==> src/rtl/debug_module.sv <==
// RISC-V external debug module for a single hart: DMI register access plus halt/resume/reset controls.
// Optional haltsum0 register at 0x40 is built when DM_HALTSUM_EN is defined.
module debug_module (
    input  logic        clk,
    input  logic        rst_n,
    input  logic        dmi_start,
    input  logic [1:0]  dmi_op,
    input  logic [6:0]  dmi_address,
    input  logic [31:0] dmi_data_o,
    output logic [31:0] dmi_data_i,
    output logic        dmi_finish,
    input  logic        halted,
    input  logic        running,
    output logic        haltreq,
    output logic        resumereq,
    output logic        resethaltreq,
    output logic        ndmreset
);

    typedef enum logic [1:0] {
        ST_IDLE,
        ST_EXEC,
        ST_DONE
    } state_t;

    state_t      state;
    logic        start_q;
    logic [1:0]  op_q;
    logic [6:0]  addr_q;
    logic [31:0] wdata_q;
    logic        dmactive;
    logic        resumeack;
    logic [31:0] rdata;

    always_comb begin
        rdata = '0;
        case (addr_q)
            7'h10: rdata = {30'b0, ndmreset, dmactive};
            7'h11: rdata = {14'b0, resumeack, resumeack, 4'b0,
                            running, running, halted, halted,
                            1'b1, 3'b0, 4'd2};
`ifdef DM_HALTSUM_EN
            7'h40: rdata = {31'b0, halted};
`endif
            default: rdata = '0;
        endcase
    end

    always_ff @(posedge clk or negedge rst_n) begin
        if (!rst_n) begin
            state        <= ST_IDLE;
            start_q      <= 1'b0;
            op_q         <= '0;
            addr_q       <= '0;
            wdata_q      <= '0;
            dmi_data_i   <= '0;
            dmi_finish   <= 1'b0;
            haltreq      <= 1'b0;
            resumereq    <= 1'b0;
            resethaltreq <= 1'b0;
            ndmreset     <= 1'b0;
            dmactive     <= 1'b0;
            resumeack    <= 1'b0;
        end else begin
            start_q <= dmi_start;

            if (resumereq && running && !halted) begin
                resumereq <= 1'b0;
                resumeack <= 1'b1;
            end

            case (state)
                ST_IDLE: begin
                    if (dmi_start && !start_q) begin
                        op_q    <= dmi_op;
                        addr_q  <= dmi_address;
                        wdata_q <= dmi_data_o;
                        state   <= ST_EXEC;
                    end
                end
                ST_EXEC: begin
                    dmi_finish <= 1'b1;
                    state      <= ST_DONE;
                    if (op_q == 2'd1) begin
                        dmi_data_i <= rdata;
                    end
                    // Placed after the running-based clear so a resume write wins the same cycle.
                    if (op_q == 2'd2 && addr_q == 7'h10) begin
                        haltreq  <= wdata_q[31];
                        ndmreset <= wdata_q[1];
                        dmactive <= wdata_q[0];
                        if (wdata_q[30] && !wdata_q[31]) begin
                            resumereq <= 1'b1;
                            resumeack <= 1'b0;
                        end
                        if (wdata_q[2]) begin
                            resethaltreq <= 1'b0;
                        end else if (wdata_q[3]) begin
                            resethaltreq <= 1'b1;
                        end
                    end
                end
                ST_DONE: begin
                    if (!dmi_start) begin
                        dmi_finish <= 1'b0;
                        state      <= ST_IDLE;
                    end
                end
                default: state <= ST_IDLE;
            endcase
        end
    end

endmodule

==> config.mk <==
export PLATFORM = sky130hd
export DESIGN_NAME = debug_module
export DESIGN_NICKNAME = d
export VERILOG_FILES = /design/src/rtl/debug_module.sv
export SDC_FILE = /design/constraint.sdc
export NUM_CORES = 1
export LEC_CHECK = 0
export CORE_MARGIN = 3
export CORE_UTILIZATION = 55
export DETAILED_ROUTE_END_ITERATION = 10
export DONT_BUFFER_PORTS = 1
export HOLD_SLACK_MARGIN = 0.02
export PLACE_DENSITY = 0.73
export SLEW_MARGIN = 20
export SYNTH_ARGS = -nofsm -noshare
export SYNTH_HDL_FRONTEND = slang
export SYNTH_SLANG_ARGS = --single-unit
==> constraint.sdc <==
create_clock -name clk -period 1.62 [get_ports clk]
set_input_delay 0.243 -clock clk [delete_from_list [all_inputs] [get_ports clk]]
set_output_delay 0.243 -clock clk [all_outputs]
set_load 0.01 [all_outputs]
**Word level (Yosys, flattened, before mapping)**

Index checks and enable logic that the tools add are counted.
W data, S select, Z words.

- Output and inout port bits: 37
- Input bits: 46
- Word-level logic and storage cells: 54
- Register bits: 83

- Reductions and logical operators: 17
- Multiplexer cells: 16
- Equality and inequality tests: 8

Operators with widths:

| kind | count |
|---|---|
| $pmux W18 S2 | 1 |
| $eq A7 B5 Y1 const B | 2 |
| $mux W1 | 11 |
| $reduce_and A2 Y1 | 5 |
| $pmux W2 S3 | 1 |
| $logic_and A1 B1 Y1 | 5 |
| $eq A2 B1 Y1 const B | 2 |
| $eq A2 B2 Y1 const B | 2 |
| $mux W2 | 2 |
| $ne A2 B2 Y1 const B | 2 |
| $reduce_bool A2 Y1 | 2 |
| $logic_not A1 Y1 | 3 |
| $reduce_and A3 Y1 | 1 |
| $logic_not A2 Y1 | 1 |
| $pmux W1 S2 | 1 |

**Logic depth before layout (Yosys ltp)**

- Depth in word-level cells: 6
- Depth in mapped cells: 4
- Depth with buffers taken out: 3

**Worst setup path after synthesis**

Ideal clock, no wire load.

- Path kind: reg-to-reg
- From: reg state[0]
- To: reg addr_q[0]
- Cell stages (with the launch flop): 4
- Setup slack: 0.107 ns
- Clock period less this slack: 1.513 ns
- Required time: 1.495 ns
- Buffers on the path: 1
- Library setup time: 0.125 ns
- Arrival time: 1.388 ns
- Path through: dfrtp_1 > nor4b_4 > buf_6 > mux2_2

- Longest elaborated chain between the ends: 2

RTL lines:

| item | RTL line | source |
|---|---|---|
| start: declaration | 26 | `state_t state;` |
| start signal: assignment | 51 | `state <= ST_IDLE;` |
| start signal: assignment | 78 | `state <= ST_EXEC;` |
| start signal: assignment | 83 | `state <= ST_DONE;` |
| $logic_not A2 Y1 | 72 | `case (state)` |
| $reduce_and A2 Y1 (no line) | - |  |
| end signal: assignment | 76 | `addr_q <= dmi_address;` |
| end: declaration | 29 | `logic [6:0] addr_q;` |

No other way between the ends.
A chain may end at the register's enable or synchronous reset.

**Final worst setup path**

- From: reg state[1]
- To: reg haltreq

- Longest elaborated chain between the ends: 2

RTL lines:

| item | RTL line | source |
|---|---|---|
| $eq A2 B1 Y1 | 72 |  |
| $reduce_and A2 Y1 (no line) | - |  |
| end signal: assignment | 89 | `haltreq <= wdata_q[31];` |
| end: declaration | 14 | `output logic haltreq,` |

No other way between the ends.

==> impl_metrics.py <==
metrics = {
    "status": {
        "status": "finished, final reports clean",
    },
    "worst_setup_path": {
        "reg2reg_depth": 3,
        "worstSetupStartpoint": "state[1]$_DFFE_PN0P_",
        "cp-end-kind": "flip-flop",
        "critPathKind": "reg2reg",
        "slowest_delay_ns": 0.48,
        "worstReg2RegEnd": "haltreq$_DFFE_PN0P_",
        "worstSetupStartpointType": "flip-flop",
        "r2r_start": "state[1]$_DFFE_PN0P_",
        "required_ns": 1.83,
        "cp_max_fo": 7,
        "cp-endpoint": "haltreq$_DFFE_PN0P_",
        "path_cells": "and4bb_2, and3_2, mux2_2",
        "crit_arrival_ns": 1.75,
        "slowest_stage": "dfrtp_1",
        "rrSetupSlack_ns": 0.08,
    },
    "layout": {
        "final_cells": 154,
        "diodes": 0,
        "syn2layout_area_growth_pct": 1.802,
        "final_layout_size_suffix_gt1_share_pct": 25.81,
        "fill_cells": 214,
        "final_util_pct": 59.36,
        "nets": 171,
    },
    "place": {
        "port-buffer-count": 0,
        "hpwl_mm": 1.770,
        "placed_cells": 145,
        "gp_congestion": 0.7736,
    },
    "clock_network": {
        "cts_max_level": 2,
        "cts_buffer_depth": 2,
        "clock-sinks": 31,
        "cts_made_buffers": 5,
        "cts_resized": 0,
        "clkLatencyLatePin_ns": 0.32,
        "cts_tree": "done",
        "path_clk_slew_ns": 0.09,
        "cts-root-buf": "clkbuf_4",
    },
    "route": {
        "vias_per_cell": 5.279,
        "wl_per_cell_um": 15.27,
        "drtIter0Drc": 17,
        "drtAntennaViolNets": 0,
        "dr_total_vias": 813,
        "routed_wl_mm": 2.351,
        "drc": 0,
        "drt_pre_antenna_iters": 4,
    },
    "die": {
        "ios": 83,
        "start_util_pct": 58.31,
        "fp.dieH_um": 57.48,
        "core_um2": 2500,
        "die-area_um2": 3304,
        "die_x_um": 57.48,
        "row_count": 18,
    },
    "synth": {
        "synth_seq_cells": 31,
        "yosysTopAreaCell": "dfrtp_1",
        "ys_seq_area_share_pct": 53.22,
        "netlist.area_leader.share_pct": 53.22,
        "synth-main-ff-cell": "dfrtp_1",
        "async_flop_share_pct": 100.0,
        "synthesis.area_um2": 1458,
        "synth_common_cells": "31 x dfrtp_1, 26 x buf_4, 18 x mux2_2",
        "synth_edf_count": 0,
        "yosys_warnings": 0,
        "yosys.cell_count.top_type": "dfrtp_1",
        "avgSynthCellArea_um2": 12.35,
        "synth_cells": 118,
        "synthDistinctLibCells": 25,
        "synth.area.top_cells": "dfrtp_1 53%, mux2_2 14%, buf_4 13%, nor4b_4 3.3%, nand2_1 2.6%",
    },
    "timing": {
        "finalMaxSlewViolations": 0,
        "finalCritPeriodShare_pct": 95.15,
        "min_period_ns": 1.541,
        "fin_tns_setup_ns": 0,
        "finalHoldViolCount": 0,
        "rsz0062_at_grt": "false",
        "timing.hold.ws_ns": 0.05649,
        "finalSetupViolCount": 0,
        "skew_ns": 0.004522,
        "max_freq_ghz": 0.6487,
    },
    "power_and_ir_drop": {
        "peakVddDrop_mv": 0.8386,
        "powerDensity_nw_per_um2": 1192,
        "leakagePower_uw": 0.0006839,
        "power.total_uw": 1769,
    },
    "run": {
        "maxCapViolCount": 0,
    },
    "worst_hold_path": {
        "hold_class": "in2reg",
        "holdPathStages": 2,
    },
    "grt": {
        "overflow": 0,
        "grt_use_total_pct": 15.65,
        "grt_max_degree": 32,
        "grt_pass1_wl_mm": 3.774,
        "grt_pass1_vias": 788,
        "antenna_found_initial": 0,
    },
}
[where the power goes]
part,internal [uW],switching [uW]
logic,170,125
clock network,154,232
registers,927,162
total,1250,518
[how the worst min path moves through the flow]
stage	start	end	slack (ns)
after floorplan	rst_n	addr_q[0]$_DFFE_PN0P_	-0.05
after global placement	rst_n	dmi_finish$_DFFE_PN0P_	-0.05
after detailed placement	rst_n	dmi_finish$_DFFE_PN0P_	-0.05
after CTS	halted	dmi_data_i[9]$_DFFE_PN0P_	0.05
after global routing	dmi_address[4]	addr_q[4]$_DFFE_PN0P_	0.04
final	halted	dmi_data_i[9]$_DFFE_PN0P_	0.06
[state kept, by name (all words and copies together) (netlist names)]
signal	count
state	2
haltreq	1
addr_q	7
resumereq	1
ndmreset	1
wdata_q	6
resumeack	1
start_q	1
dmi_data_i	6
dmi_finish	1
op_q	2
resethaltreq	1
dmactive	1
[layout by cell type (no fill, tap or decap)]
cell,count
dlygate4sd3_1,2
nand3_1,3
nand4bb_1,1
o31ai_1,1
o2111ai_1,1
nand4_1,1
inv_1,3
nor3b_1,1
a41oi_1,1
nor2b_1,1
o21ai_0,7
mux2_2,18
o21a_1,1
nor4b_4,2
and4bb_2,2
buf_4,2
a21oi_1,1
clkbuf_1,1
nand2_1,10
dfrtp_1,31
a2bb2oi_1,1
conb_1,23
buf_12,2
and3_2,1
nor2_1,1
clkbuf_4,5
nor3_1,1
[cell families (layout without fill, tap and decap cells)]
kind of cell	Yosys count	in the layout	synth area share [%]
other	1	23	0.2573
multiplexers	18	18	13.91
flip-flops	31	31	53.22
AO/OA/AOI/OAI	13	13	5.580
AND/OR/NAND/NOR	24	24	11.85
buffers and inverters	31	15	15.19
[layout make-up]
| cell class | count | area [um2] | share of cell area (%) |
|---|---|---|---|
| flip-flops and latches | 31 | 775.7 | 52.28 |
| multi-input cells | 78 | 543.0 | 36.59 |
| repair buffers | 6 | 75.07 | 5.059 |
| clock buffers | 6 | 41.29 | 2.782 |
| well taps | 30 | 37.54 | 2.530 |
| inverters | 3 | 11.26 | 0.7589 |
[through the flow]
step | worst slack, ns | instance area, um2
2_1_floorplan | 0.1069 | 1540
3_3_place_gp | 0.1258 | 1403
3_5_place_dp | 0.1058 | 1403
4_1_cts | 0.09304 | 1484
5_1_grt | 0.02108 | 1484
6_report | 0.07857 | 1484
[routing by layer]
layer  GRT usage, %  vias to the layer above  part of all wire (%)
li1               -                      372                     -
met1          17.16                      404                    37
met2          24.35                       32                    51
met3          9.050                        5                   9.4
met4          7.285                        0                   1.7
met5              0                        -                     0
[repair_timing]
action                    4_1_cts  5_1_grt
hold endpoints to repair       32        0
buffers inserted                0        0
hold buffers                    3        0
[worst max-delay path, delay by kind of cell, from the launching register on]
kind / cells / cell delay (ns)
flops: 1 / 0.48
mux: 1 / 0.34
simple gates: 2 / 0.61
Note: power is estimated with default switching activity, not from simulation.
